## config.mk

```make
export PLATFORM = sky130hd
export DESIGN_NAME = addr8u_redundant_sched
export DESIGN_NICKNAME = d
export VERILOG_FILES = /design/src/rtl/addr8u_redundant_sched.sv
export SDC_FILE = /design/constraint.sdc
export NUM_CORES = 1
export LEC_CHECK = 0
export BUFFER_PORTS_ARGS = -buffer_cell sky130_fd_sc_hd__buf_2
export CORE_ASPECT_RATIO = 1.2
export CORE_MARGIN = 3
export CORE_UTILIZATION = 25
export DETAILED_ROUTE_END_ITERATION = 8
export PLACE_DENSITY_LB_ADDON = 0.05
export SLEW_MARGIN = 20
export SYNTH_ARGS = -nofsm -noshare
export SYNTH_HDL_FRONTEND = slang
export SYNTH_SLANG_ARGS = --single-unit
```

## constraint.sdc

```tcl
create_clock -name clk -period 1.83 [get_ports clk]
set_input_delay 0.183 -clock clk [delete_from_list [all_inputs] [get_ports clk]]
set_output_delay 0.183 -clock clk [all_outputs]
set_load 0.02 [all_outputs]
```

## src/rtl/addr8u_redundant_sched.sv

```systemverilog
// Time-redundant scheduler around a shared external 8-bit adder: each accepted
// request is summed twice (operands swapped on the second pass) and retried on disagreement.
module addr8u_redundant_sched #(
  parameter int unsigned NREQ      = 4,
  parameter int unsigned MAX_RETRY = 2,
  parameter int unsigned IDW       = 2
) (
  input  logic                 clk,
  input  logic                 rst,
  input  logic [NREQ-1:0]      req_valid,
  input  logic [8*NREQ-1:0]    req_a,
  input  logic [8*NREQ-1:0]    req_b,
  output logic [NREQ-1:0]      req_ready,
  output logic [7:0]           add_a,
  output logic [7:0]           add_b,
  input  logic [8:0]           add_sum,
  output logic                 rsp_valid,
  input  logic                 rsp_ready,
  output logic [IDW-1:0]       rsp_id,
  output logic [8:0]           rsp_sum,
  output logic                 rsp_err,
  output logic [7:0]           mismatch_cnt,
  output logic                 busy
);

  localparam int unsigned OPW = 8;
  localparam int unsigned SW  = 9;
  localparam int unsigned RW  = 3;

  typedef enum logic [2:0] {
    S_IDLE,
    S_P1,
    S_P2,
    S_CMP,
    S_RESP
  } state_t;

  state_t         state;
  state_t         state_nx;
  logic [IDW-1:0] ptr;
  logic [IDW-1:0] gnt;
  logic [IDW-1:0] win;
  logic [IDW-1:0] idx;
  logic           found;
  logic [OPW-1:0] op_a;
  logic [OPW-1:0] op_b;
  logic [SW-1:0]  s1;
  logic [SW-1:0]  s2;
  logic [RW-1:0]  retry;
  logic           same;
  logic           can_retry;

  // Round-robin pick: first valid requester at or after the pointer, wrapping.
  always_comb begin
    found = 1'b0;
    win   = '0;
    idx   = '0;
    for (int unsigned k = 0; k < NREQ; k++) begin
      idx = IDW'((32'(ptr) + k) % NREQ);
      if (!found && req_valid[idx]) begin
        found = 1'b1;
        win   = idx;
      end
    end
  end

  assign same      = (s1 == s2);
  assign can_retry = (retry < RW'(MAX_RETRY));

  always_ff @(posedge clk) begin
    if (rst) state <= S_IDLE;
    else     state <= state_nx;
  end

  // Next state, accept strobe and adder operand steering.
  always_comb begin
    state_nx  = state;
    req_ready = '0;
    add_a     = '0;
    add_b     = '0;
    case (state)
      S_IDLE: begin
        if (found) begin
          req_ready[win] = 1'b1;
          state_nx       = S_P1;
        end
      end
      S_P1: begin
        add_a    = op_a;
        add_b    = op_b;
        state_nx = S_P2;
      end
      S_P2: begin
        add_a    = op_b;
        add_b    = op_a;
        state_nx = S_CMP;
      end
      S_CMP: begin
        if (same || !can_retry) state_nx = S_RESP;
        else                    state_nx = S_P1;
      end
      S_RESP: begin
        if (rsp_ready) state_nx = S_IDLE;
      end
      default: state_nx = S_IDLE;
    endcase
    // Reset abandons everything, including an accept that would happen this cycle.
    if (rst) begin
      state_nx  = S_IDLE;
      req_ready = '0;
    end
  end

  // Operand capture, pass results, verdict and arbitration pointer.
  always_ff @(posedge clk) begin
    if (rst) begin
      ptr          <= '0;
      gnt          <= '0;
      op_a         <= '0;
      op_b         <= '0;
      s1           <= '0;
      s2           <= '0;
      retry        <= '0;
      rsp_id       <= '0;
      rsp_sum      <= '0;
      rsp_err      <= 1'b0;
      mismatch_cnt <= '0;
    end else begin
      case (state)
        S_IDLE: begin
          if (found) begin
            gnt   <= win;
            op_a  <= req_a[OPW*int'(win) +: OPW];
            op_b  <= req_b[OPW*int'(win) +: OPW];
            retry <= '0;
          end
        end
        S_P1: s1 <= add_sum;
        S_P2: s2 <= add_sum;
        S_CMP: begin
          if (same) begin
            rsp_id  <= gnt;
            rsp_sum <= s1;
            rsp_err <= 1'b0;
          end else begin
            if (mismatch_cnt != 8'hFF) mismatch_cnt <= mismatch_cnt + 8'd1;
            if (can_retry) begin
              retry <= retry + RW'(1);
            end else begin
              rsp_id  <= gnt;
              rsp_sum <= s1;
              rsp_err <= 1'b1;
            end
          end
        end
        S_RESP: begin
          if (rsp_ready) begin
            if (int'(gnt) == int'(NREQ) - 1) ptr <= '0;
            else                             ptr <= gnt + IDW'(1);
          end
        end
        default: ;
      endcase
    end
  end

  assign rsp_valid = (state == S_RESP);
  assign busy      = (state != S_IDLE);

endmodule

```

==> results.yml <==
sta:
  finalCritPeriodShare_pct: 107
  final.setup_skew_ns: 0.00835
  rsz0062_at_grt: "yes"
  timing.final.crit_period_ns: 1.96
  maxSlewHeadroom_pct: 59.0
  finalMaxSlewViolations: 0
  fin_ws_ns: -0.131
  fmax_mhz: 510
  finalSetupViolations: 12
  tightestPinTransition_ns: 0.613
  finalHoldViolations: 0
  fin_tns_setup_ns: -0.708
  whs_ns: 0.110
placed_design:
  portBuffers: 121
  place_inst: 667
  pre_cts_slack_ns: 0.0378
  routabilityCongestion: 0.725
  dp_hpwl_mm: 7.16
global_routing:
  grt_start_max_net_pins: 64
  grt_usage_pct: 13.7
  grt_pass1_vias: 3227
  grt-ovfl-total: 0
  grt_pass1_wl_mm: 16.5
  antenna_found_initial: 0
outcome:
  outcome: "complete, but fails checks"
  violations: "setup timing"
logic_synthesis:
  syn_inst: 371
  yosysWarnings: 0
  synth-seq-cells: 64
  syn_area_sq_mm: 0.00338
  syn_nets: 454
  syn_avg_cell_area_sq_um: 9.12
  synth-seq-area-share_pct: 37.9
  synth_cell_types: 48
  synth_async_sr_flop_share_pct: 0
  synth_edf_count: 0
  synth-main-ff-cell: "dfxtp_1"
setup_path:
  reg2reg_from: "state[0]"
  start_kind: "flop"
  cp_data_arrival_time_ns: 1.78
  required_ns: 1.65
  cp_max_fo: 3
  worstSetupStartpoint: "state[0]"
  cp-end-kind: "output pin"
  critical_path_class: "flop to output pin"
hold_path:
  hp-class: "primary input to flop"
  min_from: "add_sum[2]"
floorplan:
  start_util_pct: 26.1
  die_w_um: 112
  io_pins: 122
  rows: 45
  die-area_sq_mm: 0.0150
  core_sq_mm: 0.0129
  die_y_um: 133
power_and_ir_drop:
  ir_drop_mv: 0.427
  power_density_mw_per_mm2: 1300
  leakagePower_nw: 2.27
final_layout:
  fin_nets: 614
  fin_util_pct: 39.8
  syn_to_final_growth_pct: 52.3
  final_cell_count_no_fill: 699
  n_fill_cell: 1314
  num_antenna_cells: 0
  drive_gt1_share_pct: 43.6
clock_tree:
  h-tree-depth: 3
  clkSinkCount: 64
  path_clk_slew_ns: 0.05
  clock_latency_ns: 0.32
  clock_tree.root_cell: "clkbuf_16"
  cts_tree: "built"
  numCtsBuffers: 9
  hold_buffers: 0
  cts_buffer_depth: 2
detailed_routing:
  ant_nets: 0
  via_count: 3253
  wl_met1_mm: 4.51
  wl_met2_mm: 4.90
  wirelength_mm: 10.3
  avgViaCountPerCell: 4.65
  drt_iter0_markers: 84
  drc_errors: 0
  highest_layer: "met4"
  dr_wl_met3_um: 702
  drtPass1Iterations: 4
  wire_per_inst_um: 14.8
flow_run:
  maxCapViolCount: 0
[path summary, 6_finish.rpt]
check / end / slack (ns) / depth (start not counted)
hold reg to reg: s2[4] / 0.47 / 2
hold / removal: s2[2] / 0.11 / 3
setup / recovery: req_ready[1] / -0.13 / 4
setup reg to reg: op_b[1] / -0.05 / 6
[cells by family after synthesis]
group	synth area share, %
AO/OA/AOI/OAI	18.2
flip-flops	37.9
buffers and inverters	4.70
XOR/XNOR	2.59
adder cells (fa/ha/maj)	1.11
multiplexers	14.6
AND/OR/NAND/NOR	20.9
[per-stage QoR]
| stage | power, mW | instance area (sq um) |
|---|---|---|
| finish | 6.69 | 5150 |
| global route | 7.09 | 5150 |
| CTS | 6.67 | 5050 |
| detailed placement | 4.30 | 4440 |
| global placement | 4.30 | 4440 |
| floorplan | 3.34 | 3410 |
[report_power, final]
group	total [mW]	internal [mW]	switching, mW
Sequential	1.87	1.65	0.219
Combinational	2.96	1.47	1.48
Clock	1.86	1.26	0.605
Total	6.69	4.38	2.31
[Yosys cell counts, types with 5 or more instances]
master	number	area share [%]
a21oi_1	27	4.0
a22o_1	18	4.7
buf_2	7	1.0
clkbuf_1	14	1.6
dfxtp_1	64	38
inv_1	6	0.67
mux2i_1	46	14
nand2_1	57	6.3
nand2b_1	23	4.3
nand4_1	5	0.92
nor2_1	14	1.6
nor2b_1	6	1.1
nor3_1	5	0.74
o221ai_1	7	1.8
o221ai_2	9	4.0
or4_1	5	1.1
xnor2_1	8	2.1
[area by class of cell]
class / instances / area (sq um) / area share [%]
multi-input cells: 275 / 2060 / 39.9
flip-flops and latches: 64 / 1280 / 25.0
repair buffers: 175 / 1250 / 24.3
clock buffers: 12 / 256 / 4.98
well taps: 164 / 205 / 3.98
clock inverters: 3 / 65.1 / 1.26
inverters: 6 / 27.5 / 0.534
[per-layer routing]
metal	GRT usage, %	vias up
met4	4.88	0
met1	17.4	1469
met5	0	-
met3	3.73	14
li1	-	1663
met2	22.3	107
[sequential cells by signal, summed over array words and instances (netlist names)]
| name | cells |
|---|---|
| op_a | 8 |
| rsp_err | 1 |
| s1 | 9 |
| retry | 3 |
| s2 | 9 |
| op_b | 8 |
| mismatch_cnt | 8 |
| gnt | 2 |
| ptr | 2 |
| rsp_sum | 9 |
| state | 3 |
| rsp_id | 2 |
[repair_timing]
item / CTS / global route
buffers inserted: 9 / 7
endpoints found under the hold margin: 0 / 0
pin swaps: 7 / 9
gates cloned: 3 / 0
resized for setup: 50 / 21
setup endpoints to repair: 20 / 34
[cells in the final DEF, fill, tap and decap left out, drive strengths merged, types with 6 or more instances in the layout]
master / n
mux2i: 46
dfxtp: 64
a22o: 18
nand2b: 23
buf: 175
nor2: 15
clkbuf: 12
nor2b: 6
xnor2: 8
inv: 6
a21oi: 27
nand2: 57
o221ai: 16
[critical path: stages, from the launching register on]
cell and delay [ns]:
dfxtp_1 0.31, or3_4 0.40, or4_4 0.49, nor2_4 0.14
buf_6 0.12
Power figures use the tool's default switching activity.
